`src/rtl/bgpu_dispatch_pkg.sv`:
```
// Shared types and constants for the thread-block dispatcher and its register file.
// Consumers: bgpu_tblock_dispatcher (state enum) and the dispatch register file (offsets, status pack).
package bgpu_dispatch_pkg;

  typedef enum logic [1:0] {
    IDLE     = 2'd0,
    DISPATCH = 2'd1,
    DRAIN    = 2'd2,
    DONE     = 2'd3
  } dispatch_state_e;

  localparam logic [31:0] DispatchRegBase = 32'hFFFF_FF00;
  localparam logic [7:0]  RegOffsetPc     = 8'h00;
  localparam logic [7:0]  RegOffsetDp     = 8'h04;
  localparam logic [7:0]  RegOffsetNum    = 8'h08;
  localparam logic [7:0]  RegOffsetTgid   = 8'h0C;
  localparam logic [7:0]  RegOffsetCtrl   = 8'h10;

  // Status word layout: bit0 start_pending, bit1 running, bit2 finished,
  // [11:4] finished_cnt, [31:24] dispatched_cnt; all other bits read as zero.
  function automatic logic [31:0] pack_status(
    input logic       start_pending,
    input logic       running,
    input logic       finished,
    input logic [7:0] finished_cnt,
    input logic [7:0] dispatched_cnt
  );
    logic [31:0] word;
    word        = '0;
    word[0]     = start_pending;
    word[1]     = running;
    word[2]     = finished;
    word[11:4]  = finished_cnt;
    word[31:24] = dispatched_cnt;
    return word;
  endfunction

endpackage

```
`src/rtl/bgpu_tblock_dispatcher.sv`:
```
// Thread-block dispatcher: latches a kernel launch, hands out one request per block, counts completions.
// Optional BGPU_DISPATCH_PERF_EN adds a saturating launch_cycles_o counter.
module bgpu_tblock_dispatcher
  import bgpu_dispatch_pkg::*;
#(
  parameter int unsigned PcWidth       = 32,
  parameter int unsigned AddrWidth     = 32,
  parameter int unsigned TblockIdxBits = 8,
  parameter int unsigned TgroupIdWidth = 8
) (
  input  logic                     clk_i,
  input  logic                     rst_ni,
  input  logic                     start_i,
  input  logic [PcWidth-1:0]       pc_i,
  input  logic [AddrWidth-1:0]     dp_addr_i,
  input  logic [TblockIdxBits-1:0] number_of_tblocks_i,
  input  logic [TgroupIdWidth-1:0] tgroup_id_i,
  output logic                     disp_valid_o,
  input  logic                     disp_ready_i,
  output logic [PcWidth-1:0]       disp_pc_o,
  output logic [AddrWidth-1:0]     disp_dp_addr_o,
  output logic [TgroupIdWidth-1:0] disp_tgroup_id_o,
  output logic [TblockIdxBits-1:0] disp_tblock_idx_o,
  input  logic                     done_valid_i,
  output logic                     done_ready_o,
  output logic                     start_pending_o,
  output logic                     running_o,
  output logic                     finished_o,
  output logic [TblockIdxBits-1:0] dispatched_cnt_o,
  output logic [TblockIdxBits-1:0] finished_cnt_o
`ifdef BGPU_DISPATCH_PERF_EN
  ,
  output logic [31:0]              launch_cycles_o
`endif
);

  dispatch_state_e          state_q, state_d;
  logic [PcWidth-1:0]       pc_q, pc_d;
  logic [AddrWidth-1:0]     dp_addr_q, dp_addr_d;
  logic [TblockIdxBits-1:0] num_q, num_d;
  logic [TgroupIdWidth-1:0] tgid_q, tgid_d;
  logic [TblockIdxBits-1:0] disp_cnt_q, disp_cnt_d;
  logic [TblockIdxBits-1:0] fin_cnt_q, fin_cnt_d;
  logic                     finished_q, finished_d;

  logic running;
  logic accept_start;
  logic disp_hs;
  logic done_acc;

  assign running      = (state_q == DISPATCH) || (state_q == DRAIN);
  assign accept_start = start_i && ((state_q == IDLE) || (state_q == DONE));

  // Valid depends only on registered state, so it never waits on ready.
  assign disp_valid_o = (state_q == DISPATCH) && (disp_cnt_q != num_q);
  assign disp_hs      = disp_valid_o && disp_ready_i;
  // The counter guard keeps an N=0 launch from counting a stray completion.
  assign done_acc     = done_valid_i && done_ready_o && (fin_cnt_q != num_q);

  always_comb begin
    state_d    = state_q;
    pc_d       = pc_q;
    dp_addr_d  = dp_addr_q;
    num_d      = num_q;
    tgid_d     = tgid_q;
    disp_cnt_d = disp_cnt_q;
    fin_cnt_d  = fin_cnt_q;
    finished_d = finished_q;

    unique case (state_q)
      IDLE, DONE: begin
        if (start_i) begin
          pc_d       = pc_i;
          dp_addr_d  = dp_addr_i;
          num_d      = number_of_tblocks_i;
          tgid_d     = tgroup_id_i;
          disp_cnt_d = '0;
          fin_cnt_d  = '0;
          finished_d = 1'b0;
          state_d    = DISPATCH;
        end
      end
      DISPATCH, DRAIN: begin
        if (disp_hs)  disp_cnt_d = disp_cnt_q + TblockIdxBits'(1);
        if (done_acc) fin_cnt_d  = fin_cnt_q + TblockIdxBits'(1);
        if (fin_cnt_d == num_q) begin
          state_d    = DONE;
          finished_d = 1'b1;
        end else if ((state_q == DISPATCH) && (disp_cnt_d == num_q)) begin
          state_d = DRAIN;
        end
      end
      default: state_d = IDLE;
    endcase
  end

  always_ff @(posedge clk_i) begin
    if (!rst_ni) begin
      state_q    <= IDLE;
      pc_q       <= '0;
      dp_addr_q  <= '0;
      num_q      <= '0;
      tgid_q     <= '0;
      disp_cnt_q <= '0;
      fin_cnt_q  <= '0;
      finished_q <= 1'b0;
    end else begin
      state_q    <= state_d;
      pc_q       <= pc_d;
      dp_addr_q  <= dp_addr_d;
      num_q      <= num_d;
      tgid_q     <= tgid_d;
      disp_cnt_q <= disp_cnt_d;
      fin_cnt_q  <= fin_cnt_d;
      finished_q <= finished_d;
    end
  end

  assign disp_pc_o         = pc_q;
  assign disp_dp_addr_o    = dp_addr_q;
  assign disp_tgroup_id_o  = tgid_q;
  assign disp_tblock_idx_o = disp_cnt_q;
  assign done_ready_o      = running;
  assign running_o         = running;
  assign finished_o        = finished_q;
  assign dispatched_cnt_o  = disp_cnt_q;
  assign finished_cnt_o    = fin_cnt_q;
  assign start_pending_o   = (state_q == DISPATCH) && (disp_cnt_q == '0) && (num_q != '0);

`ifdef BGPU_DISPATCH_PERF_EN
  logic [31:0] cycles_q, cycles_d;

  always_comb begin
    cycles_d = cycles_q;
    if (accept_start) begin
      cycles_d = '0;
    end else if (running && (cycles_q != '1)) begin
      cycles_d = cycles_q + 32'd1;
    end
  end

  always_ff @(posedge clk_i) begin
    if (!rst_ni) begin
      cycles_q <= '0;
    end else begin
      cycles_q <= cycles_d;
    end
  end

  assign launch_cycles_o = cycles_q;
`else
  logic unused_accept_start;
  assign unused_accept_start = accept_start;
`endif

endmodule

```
`config.mk`:
```
export PLATFORM = sky130hd
export DESIGN_NAME = bgpu_tblock_dispatcher
export DESIGN_NICKNAME = d
export VERILOG_FILES = /design/src/rtl/bgpu_dispatch_pkg.sv /design/src/rtl/bgpu_tblock_dispatcher.sv
export SDC_FILE = /design/constraint.sdc
export NUM_CORES = 1
export LEC_CHECK = 0
export CORE_ASPECT_RATIO = 1.75
export CORE_MARGIN = 10
export CORE_UTILIZATION = 46
export DETAILED_ROUTE_END_ITERATION = 8
export GPL_TIMING_DRIVEN = 0
export PLACE_DENSITY = 0.86
export SYNTH_ARGS = -nofsm -noshare
export SYNTH_HDL_FRONTEND = slang
export SYNTH_SLANG_ARGS = --single-unit
```
`constraint.sdc`:
```
create_clock -name clk_i -period 5.6 [get_ports clk_i]
set_input_delay 1.12 -clock clk_i [delete_from_list [all_inputs] [get_ports clk_i]]
set_output_delay 1.12 -clock clk_i [all_outputs]
set_load 0.005 [all_outputs]
```
==> results.cfg <==
[run_status]
status = complete, no violations

[pwr]
pwr_density_cell_nw_per_um2 = 347
p_clk_share_pct = 27.7
intPower_mw = 1.56
leakagePower_nw = 2.45
p_switching_mw = 0.766
ir_drop_uv = 267
switching_share_pct = 32.9
seqPwrFrac_pct = 37.0
power_frac_comb_pct = 35.3

[cts]
cts_buffers = 9
clk_path_buf_depth = 2
clkLatencyLatePin_ns = 0.34
tritoncts = built
cts.sinks = 99
htreeDepth = 3
clk_pin_slew_ns = 0.07
ctsHoldBuffers = 0
cts_setup_buffers = 0
clock-root-buffer = clkbuf_16
post_cts_resized = 0

[route]
routed_wl_mm = 15.4
avgViaCountPerCell = 5.30
final_antenna_net_count = 0
vias = 4697
drtIter0Drc = 222
route.detailed.drc = 0
wire_per_inst_um = 17.3
drt_first_pass_iters = 5

[place]
gp_congestion = 0.934
place_inst = 871
io_buffers = 185
hpwl_mm = 12.2
pre_cts_ws_ns = 2.24

[timing]
tightest_slew_ns = 0.572
tns_ns = 0
post-route-period-util_pct = 59.8
drv_slew = 0
fin_skew_ns = 0.00743
setup_viol = 0
post-route-min-period_ns = 3.35
grt_setup_unrepaired = no
hold_violations = 0
fmax_mhz = 299
fin_ws_ns = 2.25
relSlewSlack_pct = 61.9
hold_ws_ns = 0.452

[setup_path]
startpoint_type = flop
arrival_ns = 2.23
ff2ff_setup_slack_ns = 3.11
max_stage_delay_ns = 0.44
rr_endpoint = state_q[0]$_SDFFE_PN0P_
crit_fanout = 10
endpoint_kind = output port
cp_slowest_cell = clkdlybuf4s50_1
critical_path_required_ns = 4.48
path_class = flop to output port
ff2ff_path_depth = 8
crit_path_cell_trace = inv_1 -> ha_1 -> clkbuf_1 -> inv_1 -> buf_4 -> clkdlybuf4s50_1
path_common_cell = inv_1
rr_startpoint = finished_cnt_o[6]$_SDFFE_PN0P_

[global_routing]
antenna_found_initial = 0
grtUsageTotal_pct = 21.7
grt_start_max_net_pins = 17
grt_util_met1_pct = 20.3
grt_use_met2_pct = 39.2
first_global_vias = 4921
grt_pass1_wl_mm = 24.5
busiest_layer = met2
grt.overflow.total = 0
met3_usage_pct = 8.87

[logic_synthesis]
synthTopCellsByArea = dfxtp_1 (45%), nand2_1 (15%), a21oi_1 (9.9%)
yosysUniqueCellTypes = 49
synth_flop_cell = dfxtp_1
synth.most_common_cell = nand2_1
seq_area_frac_synth_pct = 45.1
netlist_area_um2 = 4400
syn_avg_cell_area_um2 = 7.80
async_reset_ff_share_pct = 0
synth_edf_count = 0
synth_common_cells = nand2_1 (179), dfxtp_1 (99), a21oi_1 (87)
yosysTopAreaCellShare_pct = 45.1
synth_nets = 653
syn_inst = 564
synth-seq-cells = 99
yosysTopAreaCell = dfxtp_1
ys.warnings.count = 0

[layout]
antennaDiodeCount = 0
area_growth_syn_to_layout_pct = 52.6
stdcell_count = 887
drive_gt1_share_pct = 5.75
final_nets = 849

[hold_path]
hold_depth = 2
holdPathEnd = disp_dp_addr_o[14]$_SDFFE_PN0P_
min_path_type = flop to flop
min-delay-start = disp_dp_addr_o[14]$_SDFFE_PN0P_

[floorplan]
dieArea_um2 = 14000
ioPinCount = 186
row_count = 47
start_util_pct = 46.8
core_um2 = 9410
die_h_um = 149
die_x_um = 93.9

[run]
cap_violations = 0
[sequential cells by signal, indices dropped and copies added (netlist names)]
register / count
disp_dp_addr_o: 32
num_q: 8
disp_pc_o: 32
disp_tgroup_id_o: 8
state_q: 2
finished_cnt_o: 8
finished_o: 1
disp_tblock_idx_o: 8
[power groups by stage]
stage / Sequential [mW] / Combinational (mW) / Clock [mW]
6_report: 0.861 / 0.823 / 0.646
3_5_place_dp: 0.876 / 0.821 / 0
4_1_cts: 0.860 / 0.826 / 0.654
5_1_grt: 0.872 / 0.910 / 0.680
3_3_place_gp: 0.870 / 0.796 / 0
2_1_floorplan: 0.875 / 0.417 / 0
[worst max-delay path: cells and delay by family, from the launching register on]
family / cells / cell delay [ns]
adder cells (fa/ha/maj): 1 / 0.34
buffers and inverters: 5 / 1.25
flip-flops: 1 / 0.31
[kinds of logic after synthesis]
group	count (synthesis)	synth area share [%]
AND/OR/NAND/NOR	247	24.2
AO/OA/AOI/OAI	129	17.5
flip-flops	99	45.1
buffers and inverters	55	5.94
XOR/XNOR	27	5.38
adder cells (fa/ha/maj)	4	1.14
multiplexers	3	0.711
[stage by stage]
| stage | utilization, % | area [um2] | power [mW] |
|---|---|---|---|
| after floorplan | - | 4400 | 1.29 |
| after global placement | 68.1 | 6400 | 1.67 |
| after detailed placement | 68.1 | 6400 | 1.70 |
| after CTS | 71.4 | 6720 | 2.34 |
| after global routing | 71.4 | 6720 | 2.46 |
| final | 71.4 | 6720 | 2.33 |
[cell usage in the layout, fill, tap and decap left out, types with 2 or more instances in the layout]
master / instances
inv_1: 6
mux2i_1: 2
clkbuf_16: 9
and2_1: 7
nand4_1: 4
nor3_1: 3
a21oi_1: 87
o21a_1: 3
xor2_1: 8
o31a_1: 2
ha_1: 4
nor2_1: 15
nand3_1: 13
o21ai_0: 8
buf_4: 12
clkbuf_2: 2
clkdlybuf4s50_1: 185
a211oi_1: 4
a2bb2oi_1: 2
a22oi_1: 5
and4_1: 3
nand3b_1: 2
nand2b_1: 3
xnor2_1: 19
a311oi_1: 3
nor2_2: 2
nor4_1: 4
nor2b_1: 3
buf_2: 6
inv_6: 2
clkbuf_1: 30
a31oi_4: 2
a31oi_1: 3
o211ai_1: 3
dfxtp_1: 99
clkbuf_8: 2
nand2_1: 179
nor3b_1: 2
[worst max-delay path by stage]
| stage | startpoint | to | slack, ns | cells past startpoint |
|---|---|---|---|---|
| after floorplan | disp_ready_i | state_q[1]$_SDFFE_PN0P_ | 3.04 | 7 |
| after global placement | done_valid_i | state_q[1]$_SDFFE_PN0P_ | 2.33 | 7 |
| after detailed placement | done_valid_i | state_q[0]$_SDFFE_PN0P_ | 2.24 | 7 |
| after CTS | state_q[1]$_SDFFE_PN0P_ | running_o | 2.26 | 6 |
| after global routing | state_q[1]$_SDFFE_PN0P_ | running_o | 2.15 | 6 |
| final | state_q[1]$_SDFFE_PN0P_ | running_o | 2.25 | 6 |
[per-layer routing]
layer | share of wire (%) | routed length (um)
met1 | 33 | 5030
met2 | 53 | 8060
met3 | 10 | 1550
met4 | 4.6 | 713
met5 | 0 | 0
[area by class of cell]
type,instances,area [um2]
timing repair buffer,185,1850
sequential,99,1980
inverter,6,22.5
multi-input combinational,410,2160
clock inverter,4,55.1
tap,122,153
clock buffer,12,256
fill,709,2690
buffer,49,239
No activity file was read; power rests on OpenSTA's default activity.
